==> src/rtl/magia_tile_pkg.sv <==
// Tile-level constants and OBI / iDMA register-frontend types used by the
// iDMA control multiplexer.
package magia_tile_pkg;

    localparam logic [31:0] IDMA_CTRL_ADDR_START = 32'h0002_0A00;
    localparam int unsigned OBI_AID_W            = 4;

    typedef struct packed {
        logic [31:0]          addr;
        logic                 we;
        logic [3:0]           be;
        logic [31:0]          wdata;
        logic [OBI_AID_W-1:0] aid;
        logic [0:0]           a_optional;
    } obi_a_chan_t;

    typedef struct packed {
        logic        req;
        obi_a_chan_t a;
    } obi_req_t;

    typedef struct packed {
        logic [31:0]          rdata;
        logic [OBI_AID_W-1:0] rid;
        logic                 err;
        logic [0:0]           r_optional;
    } obi_r_chan_t;

    typedef struct packed {
        logic        gnt;
        logic        rvalid;
        obi_r_chan_t r;
    } obi_rsp_t;

    typedef struct packed {
        logic [31:0] addr;
        logic        write;
        logic [31:0] wdata;
        logic [3:0]  wstrb;
        logic        valid;
    } idma_fe_reg_req_t;

    typedef struct packed {
        logic [31:0] rdata;
        logic        error;
        logic        ready;
    } idma_fe_reg_rsp_t;

endpackage

==> src/rtl/idma_obi_ctrl_mux.sv <==
// OBI-to-iDMA register frontend bridge. A CPU access in the control window is
// decoded into a channel index and a register offset, forwarded to the chosen
// reg32_3d frontend, and answered with a registered OBI response. Only one
// access is in flight at a time; unmapped offsets/channels answer with err=1.
// Optional feature macro: IDMA_OBI_CTRL_TIMEOUT_EN (frontend watchdog).
module idma_obi_ctrl_mux #(
    parameter int unsigned NUM_CH         = 2,
    parameter int unsigned CH_SEL_OFF     = 8,
    parameter int unsigned CH_SEL_W       = (NUM_CH > 1) ? $clog2(NUM_CH) : 1,
    parameter logic [31:0] BASE_ADDR      = magia_tile_pkg::IDMA_CTRL_ADDR_START,
    parameter int unsigned TIMEOUT_CYCLES = 256,
    parameter type obi_req_t              = magia_tile_pkg::obi_req_t,
    parameter type obi_rsp_t              = magia_tile_pkg::obi_rsp_t,
    parameter type idma_fe_reg_req_t      = magia_tile_pkg::idma_fe_reg_req_t,
    parameter type idma_fe_reg_rsp_t      = magia_tile_pkg::idma_fe_reg_rsp_t
) (
    input  logic                               clk_i,
    input  logic                               rst_ni,
    input  logic                               test_en_i,
    input  obi_req_t                           obi_req_i,
    output obi_rsp_t                           obi_rsp_o,
    output idma_fe_reg_req_t [NUM_CH-1:0]      idma_fe_req_o,
    input  idma_fe_reg_rsp_t [NUM_CH-1:0]      idma_fe_rsp_i
);

    // Channel-select bits inside the 12-bit offset; they are not part of the register offset.
    localparam logic [11:0] CH_MASK = 12'(((32'd1 << CH_SEL_W) - 32'd1) << CH_SEL_OFF);

    typedef enum logic [1:0] {
        S_IDLE   = 2'd0,
        S_FE_REQ = 2'd1,
        S_RESP   = 2'd2
    } state_e;

    state_e                r_state;
    logic [CH_SEL_W-1:0]   r_ch;
    logic [11:0]           r_off;
    logic                  r_we;
    logic [31:0]           r_wdata;
    logic [3:0]            r_be;
    obi_rsp_t              r_rsp;

    logic [CH_SEL_W-1:0]   w_ch;
    logic [11:0]           w_off_raw;
    logic [11:0]           w_off;
    logic                  w_hit;
    idma_fe_reg_rsp_t      w_sel_rsp;
    logic                  w_unused;

`ifdef IDMA_OBI_CTRL_TIMEOUT_EN
    localparam int unsigned TMO_W = $clog2(TIMEOUT_CYCLES + 1);
    logic [TMO_W-1:0]      r_tmo_cnt;
`endif

    // Register map of one reg32_3d frontend: base word, three 16-word blocks, and sparse 64-bit-spaced registers.
    function automatic logic f_off_legal(input logic [11:0] off);
        return (off == 12'h000) ||
               ((off[1:0] == 2'b00)  && (off >= 12'h004) && (off <= 12'h0C0)) ||
               ((off[2:0] == 3'b000) && (off >= 12'h0D0) && (off <= 12'h110));
    endfunction

    assign w_ch      = obi_req_i.a.addr[CH_SEL_OFF +: CH_SEL_W];
    assign w_off_raw = obi_req_i.a.addr[11:0] - BASE_ADDR[11:0];
    assign w_off     = w_off_raw & ~CH_MASK;
    assign w_hit     = f_off_legal(w_off) && (32'(w_ch) < NUM_CH);

    // Fields that carry no function in this bridge.
    assign w_unused  = ^{test_en_i, obi_req_i.a.addr[31:12], obi_req_i.a.a_optional, r_rsp.gnt};

    // Pick the response of the latched channel; other channels are never observed.
    always_comb begin
        w_sel_rsp = '0;
        for (int i = 0; i < NUM_CH; i++) begin
            w_sel_rsp = (r_ch == CH_SEL_W'(i)) ? idma_fe_rsp_i[i] : w_sel_rsp;
        end
    end

    // Drive only the latched channel while waiting on the frontend; all others stay at zero.
    always_comb begin
        idma_fe_req_o = '0;
        for (int i = 0; i < NUM_CH; i++) begin
            if ((r_state == S_FE_REQ) && (r_ch == CH_SEL_W'(i))) begin
                idma_fe_req_o[i].valid = 1'b1;
                idma_fe_req_o[i].addr  = {20'h00000, r_off};
                idma_fe_req_o[i].write = r_we;
                idma_fe_req_o[i].wdata = r_wdata;
                idma_fe_req_o[i].wstrb = r_be;
            end else begin
                idma_fe_req_o[i] = '0;
            end
        end
    end

    // Response channel is registered; only the grant follows the request combinationally in IDLE.
    always_comb begin
        obi_rsp_o     = r_rsp;
        obi_rsp_o.gnt = (r_state == S_IDLE) && obi_req_i.req;
    end

    // Control FSM: accept and latch an access, wait for the frontend, then answer once.
    always_ff @(posedge clk_i or negedge rst_ni) begin
        if (!rst_ni) begin
            r_state   <= S_IDLE;
            r_ch      <= '0;
            r_off     <= 12'h000;
            r_we      <= 1'b0;
            r_wdata   <= 32'h0000_0000;
            r_be      <= 4'h0;
            r_rsp     <= '0;
`ifdef IDMA_OBI_CTRL_TIMEOUT_EN
            r_tmo_cnt <= '0;
`endif
        end else begin
            case (r_state)
                S_IDLE: begin
                    r_rsp.rvalid <= 1'b0;
                    if (obi_req_i.req) begin
                        r_ch        <= w_ch;
                        r_off       <= w_off;
                        r_we        <= obi_req_i.a.we;
                        r_wdata     <= obi_req_i.a.wdata;
                        r_be        <= obi_req_i.a.be;
                        r_rsp.r.rid <= obi_req_i.a.aid;
                        if (w_hit) begin
                            r_state <= S_FE_REQ;
                        end else begin
                            r_state       <= S_RESP;
                            r_rsp.rvalid  <= 1'b1;
                            r_rsp.r.rdata <= 32'h0000_0000;
                            r_rsp.r.err   <= 1'b1;
                        end
                    end else begin
                        r_state <= S_IDLE;
                    end
                end
                S_FE_REQ: begin
                    if (w_sel_rsp.ready) begin
                        r_state       <= S_RESP;
                        r_rsp.rvalid  <= 1'b1;
                        r_rsp.r.rdata <= r_we ? 32'h0000_0000 : w_sel_rsp.rdata;
                        r_rsp.r.err   <= w_sel_rsp.error;
`ifdef IDMA_OBI_CTRL_TIMEOUT_EN
                        r_tmo_cnt     <= '0;
`endif
                    end
`ifdef IDMA_OBI_CTRL_TIMEOUT_EN
                    else if (r_tmo_cnt == TMO_W'(TIMEOUT_CYCLES)) begin
                        r_state       <= S_RESP;
                        r_rsp.rvalid  <= 1'b1;
                        r_rsp.r.rdata <= 32'h0000_0000;
                        r_rsp.r.err   <= 1'b1;
                        r_tmo_cnt     <= '0;
                    end else begin
                        r_tmo_cnt <= r_tmo_cnt + TMO_W'(32'd1);
                    end
`else
                    else begin
                        r_state <= S_FE_REQ;
                    end
`endif
                end
                S_RESP: begin
                    r_state      <= S_IDLE;
                    r_rsp.rvalid <= 1'b0;
                end
                default: begin
                    r_state      <= S_IDLE;
                    r_rsp.rvalid <= 1'b0;
                end
            endcase
        end
    end

endmodule

==> config.mk <==
export PLATFORM = sky130hd
export DESIGN_NAME = idma_obi_ctrl_mux
export DESIGN_NICKNAME = d
export VERILOG_FILES = /design/src/rtl/magia_tile_pkg.sv /design/src/rtl/idma_obi_ctrl_mux.sv
export SDC_FILE = /design/constraint.sdc
export NUM_CORES = 1
export LEC_CHECK = 0
export CAP_MARGIN = 0
export CELL_PAD_IN_SITES_DETAIL_PLACEMENT = 0
export CELL_PAD_IN_SITES_GLOBAL_PLACEMENT = 1
export CORE_ASPECT_RATIO = 1.2
export CORE_MARGIN = 2
export CORE_UTILIZATION = 26
export CTS_CLUSTER_DIAMETER = 30
export DETAILED_ROUTE_END_ITERATION = 12
export PLACE_DENSITY = 0.84
export SLEW_MARGIN = 20
export SYNTH_ARGS = -nofsm -noshare
export SYNTH_HDL_FRONTEND = slang
export SYNTH_SLANG_ARGS = --single-unit
==> constraint.sdc <==
create_clock -name clk_i -period 1.9 [get_ports clk_i]
set_input_delay 0.38 -clock clk_i [delete_from_list [all_inputs] [get_ports clk_i]]
set_output_delay 0.38 -clock clk_i [all_outputs]
set_load 0.01 [all_outputs]
==> results.cfg, run 1 <==
[critical_path]
cell_mode_on_critical_path = buf_12
timing.critical_path.fanout_max = 8
cpMaxStageDelayCell = dfrtp_1
timing.critical_path.to = idma_fe_req_o[40]
crit_buf_inv = 4
worstSetupPathType = reg -> out
crit_path_max_cell_delay_ns = 0.37
timing.critical_path.from = r_state[1]$_DFF_PN0_
required_time_worst_endpoint_ns = 1.52
arrival_ns = 1.63
reg2reg_slack_ns = 0.12
critPathTopFamily = buffers and inverters
worstSetupPathDepth = 7
timing.critical_path.cells = nand2b_4 > nor2_4 > buf_12 > buf_12 > buf_16 > and2_4 > buf_6
ff2ff_path_depth = 6
worstReg2RegEnd = obi_rsp_o[16]$_DFFE_PN0P_
setup.worst_path.start_class = register
critPathCaptureType = primary output
crit-reg2reg-launch = r_state[1]$_DFF_PN0_

[pwr]
power.internal_w = 0.00395
clockPowerShare_pct = 36.2
power_switching_share_pct = 26.2
totalPowerFinal_w = 0.00535
combPwrFrac_pct = 21.2
power-per-cell-area_nw_per_um2 = 606
max-vdd-ir-drop_mv = 0.448
power.sequential.fraction_pct = 42.7
leakage_nw = 3.91
net-switching-power_w = 0.00140

[timing]
fmax_mhz = 497
worst_hold_slack_ns = 0.00180
finalCritPeriodShare_pct = 106
fin_skew_ns = 0.00667
setup_violations = 66
final_max_slew_viol_count = 0
grt_setup_unrepaired = true
totalNegativeSetupSlack_ns = -3.39
fin_ws_ns = -0.111
time_the_final_worst_path_needs_with_i_o_delays_and_setup_ns = 2.01
hold_viol = 0

[layout]
area_growth_syn_to_layout_pct = 79.6
finish.instance_area_um2 = 8820
fill_cells = 1765
fin_nets = 888
final_layout_size_suffix_gt1_share_pct = 42.5

[synthesis]
post_synth_most_frequent_cells = and2_1, dfrtp_1, mux2_2, buf_4, nand2_1
avgSynthCellArea_um2 = 10.8
area_of_the_mapped_netlist_um2 = 4910
post_synth_inst_count = 453
edff_count_synth = 0
fraction_of_registers_with_async_set_or_reset_after_synthesis_pct = 100
post-synth-top-count-cell = and2_1
synthTopCellsByArea = dfrtp_1, and2_1, mux2_2, buf_4, mux2i_1
ys_seq_elements = 89
yosys.area.top_type = dfrtp_1
yosys_most_used_dff = dfrtp_1
synth_warnings = 1
yosysUniqueCellTypes = 29
synthDominantCellAreaShare_pct = 45.3
ys_seq_area_share_pct = 45.3

[clocking]
clkLatencyLatePin_ns = 0.34
tritoncts_clock_tree = built
cts_buffers = 9
cts.reportedPaths.clkPinSlew_ns = 0.06
sinks_on_clock_net = 89
cts.root.buffer_cell = clkbuf_16
post_cts_hold_buffer_count = 0
clock_path_buffers = 2
cts-htree-levels = 3

[die]
vertical_die_dimension_um = 155
floorplan.core_area_um2 = 18700
floorplan.die_area_um2 = 20000
top_level_ports = 326
core.rowCount = 55
die_w_um = 129
starting_density_pct = 26.2

[detailed_routing]
route.detailed.wl_per_inst_um = 16.8
drt_pre_antenna_iters = 4
drt_iter0_drc = 138
routed_wl_um = 16800
vias = 4329
drc_errors = 0
route.antenna.remaining_nets = 0
avgViaCountPerCell = 4.32

[grt]
grt_pass1_vias = 4230
largest_net_degree_at_the_start_of_global_routing = 53
globalRoute.busiestLayer = met2
antenna_found_initial = 1
gr-usage-met3_pct = 4.15
grt_pass1_wl_um = 24500
global_route.usage.met1_pct = 18.9
globalRoute.totalOverflow = 0
grt_util_all_layers_pct = 16.2
grt_met2_usage_pct = 28.5

[place]
globalplace.congestion = 0.758
place_area_um2 = 7820
detailedPlacementHpwl_um = 11200
port_buffers = 260

[status]
status = finished, violations left
violated_checks = setup timing

[min_path]
hp-class = in -> async

[job]
cap_viol_max_count = 0
[cell type report]
class / count / area (um^2) / share of cell area, %
Inverter: 6 / 22.5 / 0.255
Clock inverter: 4 / 77.6 / 0.879
Clock buffer: 11 / 243 / 2.75
Antenna cell: 1 / 2.50 / 0.0284
Tap cell: 256 / 320 / 3.63
Timing Repair Buffer: 313 / 3340 / 37.8
Multi-Input combinational cell: 321 / 2590 / 29.4
Sequential cell: 89 / 2230 / 25.3
[per-stage QoR]
step,util [%],worst slack [ns],instances
after floorplan,-,0.104,495
after global placement,41.8,-0.496,965
after detailed placement,41.8,-0.565,965
after CTS,46.2,-0.168,1002
after global routing,47.1,-0.181,1001
final,47.1,-0.111,1001
[kinds of logic (layout without fill, tap and decap cells)]
| group | Yosys count | count (layout) | synth area share, % |
|---|---|---|---|
| xor+xnor | 1 | 1 | 0.178 |
| other cells | 1 | 44 | 0.0763 |
| mux | 85 | 85 | 18.6 |
| fa+ha+maj | 2 | 2 | 0.509 |
| simple gates | 148 | 148 | 16.7 |
| flops | 89 | 89 | 45.3 |
| buf+inv | 85 | 334 | 10.7 |
| compound gates | 42 | 42 | 7.97 |
[layer usage]
layer / vias to the layer above / wire, um
li1: 2038 / -
met1: 2079 / 6490
met2: 199 / 8790
met3: 13 / 1250
met4: 0 / 253
met5: - / 0
[worst min path at each step]
stage                start                   endpoint  slack, ns  cells past startpoint
floorplan           rst_ni  obi_rsp_o[10]$_DFFE_PN0P_       0.08                      0
global placement    rst_ni        r_be[1]$_DFFE_PN0P_       0.39                      2
detailed placement  rst_ni     r_wdata[0]$_DFFE_PN0P_       0.40                      2
CTS                 rst_ni        r_be[1]$_DFFE_PN0P_       0.02                      2
global route        rst_ni        r_be[1]$_DFFE_PN0P_       0.01                      2
finish              rst_ni        r_be[1]$_DFFE_PN0P_      0.002                      2
[flip-flops by register name, summed over array words and instances, names as in the netlist]
name       flops
r_state        2
r_wdata       32
r_ch           1
r_be           4
r_off         11
r_we           1
obi_rsp_o     38
[layout by cell type, fill, tap and decap left out, drive strengths merged, types with 2 or more instances in the layout]
master,instances
a21oi,5
and2,95
buf,150
bufinv,2
clkbuf,13
clkdlybuf4s50,158
clkinv,2
conb,43
dfrtp,89
dlygate4sd2,2
ha,2
inv,6
mux2,50
mux2i,35
nand2,37
nor2,7
nor3,3
o32ai,32
or2,2
[power by group through the flow]
| stage | sequential (W) | clock [W] | combinational [W] |
|---|---|---|---|
| 5_1_grt | 0.00231 | 0.00208 | 0.00123 |
| 3_3_place_gp | 0.00228 | 0 | 0.00109 |
| 3_5_place_dp | 0.00229 | 0 | 0.00110 |
| 4_1_cts | 0.00227 | 0.00201 | 0.00114 |
| 6_report | 0.00228 | 0.00194 | 0.00113 |
| 2_1_floorplan | 0.00224 | 0 | 0.000622 |
[worst register-to-register path, cell delays in order (launching register included)]
cell,delay [ns]
dfrtp_1,0.37
nand2b_4,0.17
buf_4,0.15
buf_4,0.13
or2_2,0.35
buf_4,0.22
o32ai_1,0.28
[repair_timing]
item | in CTS | in global routing
endpoints found under the setup margin | 135 | 114
pin swaps | 69 | 3
hold endpoints to repair | 0 | 0
gates cloned | 9 | 2
setup buffers | 15 | 2
resized for setup | 545 | 55
(Power assumes the default switching activity.)
==> run 2: changes to the inputs <==
CTS_CLUSTER_DIAMETER = 50   (was 30)
clock period = 2.12 ns   (was 1.9 ns; I/O delays follow)
==> run 2 against run 1 <==
  * Worst setup slack improved by 0.16 ns
  * Worst hold slack improved by 0.058 ns
  * Final cell count decreased by 1.2%
  * Largest cell class unchanged
  * Register-to-register slack improved by 0.07 ns
  * First-iteration DRC count increased by 14%
  * Highest routed layer unchanged
  * Final area decreased by 6.7%
  * Largest power group unchanged
  * The run now ends clean
  * Critical path depth decreased by 1
  * Global-route usage decreased by 1.0 points
  * Critical endpoint is now idma_fe_req_o[119]
==> results.cfg, run 2 (same netlist as run 1, synthesis figures left out) <==
[status]
status = complete, no violations

[place]
detailedPlacementHpwl_um = 11100
globalplace.congestion = 0.720
port_buffers = 260
place_area_um2 = 7800

[timing]
final_max_slew_viol_count = 0
slew-limit-headroom_pct = 65.7
max_slew.worst_pin.slew_ns = 0.515
fin_skew_ns = 0.00740
grt_setup_unrepaired = true
fmax_mhz = 482
time_the_final_worst_path_needs_with_i_o_delays_and_setup_ns = 2.07
hold_viol = 0
finalCritPeriodShare_pct = 97.8
setup_violations = 0

[critical_path]
timing.critical_path.fanout_max = 5
arrival_ns = 1.65
critPathCaptureType = primary output
worstSetupPathType = reg -> out
required_time_worst_endpoint_ns = 1.70
ff2ff_path_depth = 6
setup.worst_path.start_class = register

[grt]
grt_pass1_wl_um = 23200
antenna_found_initial = 0
grt_util_all_layers_pct = 15.2
largest_net_degree_at_the_start_of_global_routing = 53
globalRoute.totalOverflow = 0
grt_pass1_vias = 4139

[job]
cap_viol_max_count = 0

[detailed_routing]
avgViaCountPerCell = 4.31
route.detailed.wl_per_inst_um = 16.0
drt_pre_antenna_iters = 4
routed_wl_um = 15800
vias = 4263
drc_errors = 0
drt_iter0_drc = 158
route.antenna.remaining_nets = 0

[layout]
multiInputGateArea_um2 = 2440
fin_nets = 877
final_common_cell = clkdlybuf4s50_1
most-common-layout-cells = clkdlybuf4s50_1, dfrtp_1, and2_1
antenna_cells = 0
final_layout_size_suffix_gt1_share_pct = 30.4
area_growth_syn_to_layout_pct = 67.5
regArea_um2 = 2230
fill_cells = 1820
largest_register_ff_count = 38
finish.instance_area_um2 = 8230

[clocking]
cts.root.buffer_cell = clkbuf_16
cts_buffers = 9
cts-htree-levels = 3
cts.reportedPaths.clkPinSlew_ns = 0.07
clock_path_buffers = 2
post_cts_hold_buffer_count = 0
tritoncts_clock_tree = built
clkLatencyLatePin_ns = 0.34
sinks_on_clock_net = 89

[pwr]
power.internal_w = 0.00340
clockPowerShare_pct = 35.0
combPwrFrac_pct = 21.3
power_switching_share_pct = 26.6
net-switching-power_w = 0.00123
power-per-cell-area_nw_per_um2 = 563
power.sequential.fraction_pct = 43.7
max-vdd-ir-drop_mv = 0.326
leakage_nw = 3.86
totalPowerFinal_w = 0.00463

[die]
top_level_ports = 326
core.rowCount = 55
vertical_die_dimension_um = 155
floorplan.core_area_um2 = 18700
die_w_um = 129
floorplan.die_area_um2 = 20000
starting_density_pct = 26.2

[min_path]
hp-class = in -> async
-- run 2: changes by cell type in the layout (fill, tap and decap cells not counted), sizes merged --
cell and change:
clkdlybuf4s15 +5, buf -73, dlygate4sd2 +10, clkdlybuf4s50 +1
inv +1, bufinv -1, clkbuf +36, dlymetal6s2s +10
diode -1
-- run 2: layout make-up --
class,count,share of cell area (%)
flip-flops and latches,89,27.1
inverters,6,0.274
clock buffers,11,2.95
clock inverters,4,0.638
multi-input cells,321,29.6
repair buffers,302,35.6
well taps,256,3.89
-- run 2: critical path, stage by stage (launching register included) --
cell	delay (ns)
dfrtp_1	0.39
nand2b_4	0.18
nor2_4	0.19
buf_8	0.18
clkbuf_16	0.16
and2_4	0.13
buf_6	0.09
-- run 2: path summary, 6_finish.rpt --
kind	endpoint	from	slack (ns)
worst min-delay path	r_be[1]$_DFFE_PN0P_	rst_ni	0.06
max in group asynchronous	obi_rsp_o[18]$_DFFE_PN0P_	rst_ni	1.59
min in group clk_i	r_off[9]$_DFFE_PN0P_	obi_req_i[51]	0.45
worst min register to register	obi_rsp_o[4]$_DFFE_PN0P_	obi_rsp_o[4]$_DFFE_PN0P_	0.51
worst max register to register	obi_rsp_o[20]$_DFFE_PN0P_	r_ch$_DFFE_PN0P_	0.19
worst max-delay path	idma_fe_req_o[119]	r_state[1]$_DFF_PN0_	0.05
-- run 2: metal layers --
metal	up-vias	wire (um)	global-route usage, %
met5	-	0	0
met4	0	243	4.86
met3	15	1340	4.50
met2	209	8000	26.2
met1	2018	6240	17.9
li1	2021	-	-
-- run 2: power by group through the flow --
stage / sequential (W) / clock, W / combinational [W]
after detailed placement: 0.00205 / 0 / 0.000978
after global placement: 0.00204 / 0 / 0.000963
after global routing: 0.00205 / 0.00177 / 0.00107
final: 0.00202 / 0.00162 / 0.000987
after floorplan: 0.00201 / 0 / 0.000557
after CTS: 0.00202 / 0.00169 / 0.000993
-- run 2: what timing repair did --
action | 4_1_cts | 5_1_grt
pin swaps | 1 | 13
gates resized for setup | 219 | 138
hold endpoints to repair | 0 | 0
buffers inserted | 6 | 3
endpoints found under the setup margin | 115 | 96
cloned | 3 | 3
-- run 2: per-stage QoR --
stage / hold slack [ns] / util, % / worst slack [ns] / TNS (ns) / cells
6_report: 0.0594 / 44.0 / 0.0463 / 0 / 989
5_1_grt: 0.0728 / 44.0 / -0.0300 / -0.297 / 989
2_1_floorplan: 0.128 / - / 0.280 / 0 / 495
3_3_place_gp: 0.436 / 41.7 / -0.385 / -12.13 / 961
4_1_cts: 0.0564 / 43.4 / -0.187 / -1.59 / 985
3_5_place_dp: 0.433 / 41.7 / -0.413 / -12.37 / 961
==> run 3: changes to the inputs <==
CORE_UTILIZATION = 28   (was 26)
GPL_TIMING_DRIVEN = 0   (was unset)
PLACE_DENSITY = 0.9   (was 0.84)
clock period = 2.4 ns   (was 2.12 ns; I/O delays follow)
==> run 3 against run 2 <==
  * First-iteration DRC count down 2.5%
  * Final area up 2.7%
  * Register-to-register slack better by 0.22 ns
  * Count of clock-buffer cells in the layout unchanged
  * Clock skew up 0.00061 ns
  * Non-clock buffer count up 47
  * Power down 12%
==> results.cfg, run 3 (same netlist as run 1, synthesis figures left out) <==
[detailed_routing]
route.antenna.remaining_nets = 0
drt_iter0_drc = 154
drc_errors = 0
avgViaCountPerCell = 4.34
vias = 4345
drt_pre_antenna_iters = 4
wl_met2_um = 8050
route.detailed.wl_per_inst_um = 15.7
met3WireLength_um = 1140
uppermost_routed_layer = met4
routed_wl_um = 15700
met1_wire_length_um = 6190

[critical_path]
crit_path_max_cell_delay_ns = 0.53
timing.critical_path.to = idma_fe_req_o[44]
critPathTopFamily = buffers and inverters
arrival_ns = 1.85
worstReg2RegEnd = obi_rsp_o[17]$_DFFE_PN0P_
timing.critical_path.fanout_max = 10
required_time_worst_endpoint_ns = 1.92
cpMaxStageDelayCell = clkdlybuf4s50_1
timing.critical_path.cells = nand2b_4 > nor2_4 > clkbuf_8 > and2_1 > clkdlybuf4s50_1
worstSetupPathDepth = 5
crit_buf_inv = 2
crit-reg2reg-launch = r_ch$_DFFE_PN0P_
critPathCaptureType = primary output
setup.worst_path.start_class = register
worstSetupPathType = reg -> out
timing.critical_path.from = r_state[1]$_DFF_PN0_
reg2reg_slack_ns = 0.41
ff2ff_path_depth = 6

[timing]
final_max_slew_viol_count = 0
setup_violations = 0
slew-limit-headroom_pct = 58.2
finalCritPeriodShare_pct = 97.1
time_the_final_worst_path_needs_with_i_o_delays_and_setup_ns = 2.33
grt_setup_unrepaired = true
fin_ws_ns = 0.0702
fin_skew_ns = 0.00801
totalNegativeSetupSlack_ns = 0
worst_hold_slack_ns = 0.0684
max_slew.worst_pin.slew_ns = 0.628
hold_viol = 0
fmax_mhz = 429

[clocking]
cts.root.buffer_cell = clkbuf_16
sinks_on_clock_net = 89
cts_buffers = 9
tritoncts_clock_tree = built
cts.reportedPaths.clkPinSlew_ns = 0.07
clkLatencyLatePin_ns = 0.34
clock_path_buffers = 2
cts-htree-levels = 3

[die]
top_level_ports = 326
floorplan.core_area_um2 = 17400
die_w_um = 125
vertical_die_dimension_um = 149
core.rowCount = 53
floorplan.die_area_um2 = 18600
starting_density_pct = 28.3

[status]
status = complete, no violations

[layout]
regArea_um2 = 2230
finish.instance_area_um2 = 8450
fill_cells = 1679
final_layout_size_suffix_gt1_share_pct = 22.9
antenna_cells = 0
fin_nets = 924
final_common_cell = clkdlybuf4s50_1
most-common-layout-cells = clkdlybuf4s50_1, and2_1, dfrtp_1
largest_register_ff_count = 38
multiInputGateArea_um2 = 2360
area_growth_syn_to_layout_pct = 72.0

[min_path]
hp-class = in -> async

[pwr]
max-vdd-ir-drop_mv = 0.286
leakage_nw = 4.34
power-per-cell-area_nw_per_um2 = 484

[grt]
globalRoute.totalOverflow = 0
antenna_found_initial = 0
largest_net_degree_at_the_start_of_global_routing = 52
grt_util_all_layers_pct = 17.0
grt_pass1_vias = 4319
grt_pass1_wl_um = 24400

[job]
cap_viol_max_count = 0

[place]
detailedPlacementHpwl_um = 12100
pre_cts_slack_ns = -0.863
globalplace.congestion = 0.804
place_area_um2 = 7970
port_buffers = 260
## run 3: cell count changes in the layout (fill, tap and decap cells not counted), sizes merged
cell	previous run	this run
clkdlybuf4s15	6	7
buf	77	74
dlygate4sd2	12	37
clkinvlp	0	1
clkbuf	49	40
dlymetal6s2s	10	28
clkinv	2	3
bufinv	1	0
clkdlybuf4s50	159	174
## run 3: repair_timing
action                                  in CTS  in global routing
hold buffers                                 0                  0
endpoints found under the hold margin        0                  0
buffers inserted                             9                  1
gates cloned                                 1                  0
pin swaps                                    1                  2
endpoints found under the setup margin     128                 89
resized for setup                          102                 68
## run 3: how the worst min path moves through the flow
stage,from,endpoint,depth (start not counted)
3_5_place_dp,r_state[1]$_DFF_PN0_,r_state[0]$_DFF_PN0_,1
3_3_place_gp,r_state[1]$_DFF_PN0_,r_state[0]$_DFF_PN0_,1
2_1_floorplan,rst_ni,obi_rsp_o[10]$_DFFE_PN0P_,0
4_1_cts,rst_ni,r_wdata[9]$_DFFE_PN0P_,1
5_1_grt,rst_ni,r_wdata[11]$_DFFE_PN0P_,1
6_report,rst_ni,r_wdata[11]$_DFFE_PN0P_,1
## run 3: metal layers
metal	up-vias	global-route usage, %
li1	2109	-
met1	2002	20.3
met2	216	30.1
met3	18	3.66
met4	0	6.33
met5	-	0
## run 3: power by group
group          switching (W)  leakage (nW)  internal, W  total, W
Clock               0.000623         0.142     0.000765   0.00139
Sequential          0.000107          1.12      0.00167   0.00178
Combinational       0.000391          3.08     0.000537  0.000928
Total                0.00112          4.34      0.00297   0.00409
## run 3: final cells by class
| cell class | instances | area share [%] |
|---|---|---|
| buffer | 77 | 7.15 |
| tap | 220 | 3.26 |
| multi-input combinational | 321 | 28.0 |
| sequential | 89 | 26.4 |
| clock inverter | 5 | 0.459 |
| clock buffer | 11 | 2.99 |
| timing repair buffer | 272 | 31.5 |
| inverter | 6 | 0.267 |
## run 3: per-stage QoR
step	power, W	instances	util [%]
CTS	0.00415	1000	48.3
global route	0.00430	1001	48.6
finish	0.00409	1001	48.6
floorplan	0.00227	495	-
detailed placement	0.00272	976	45.9
global placement	0.00270	975	45.8
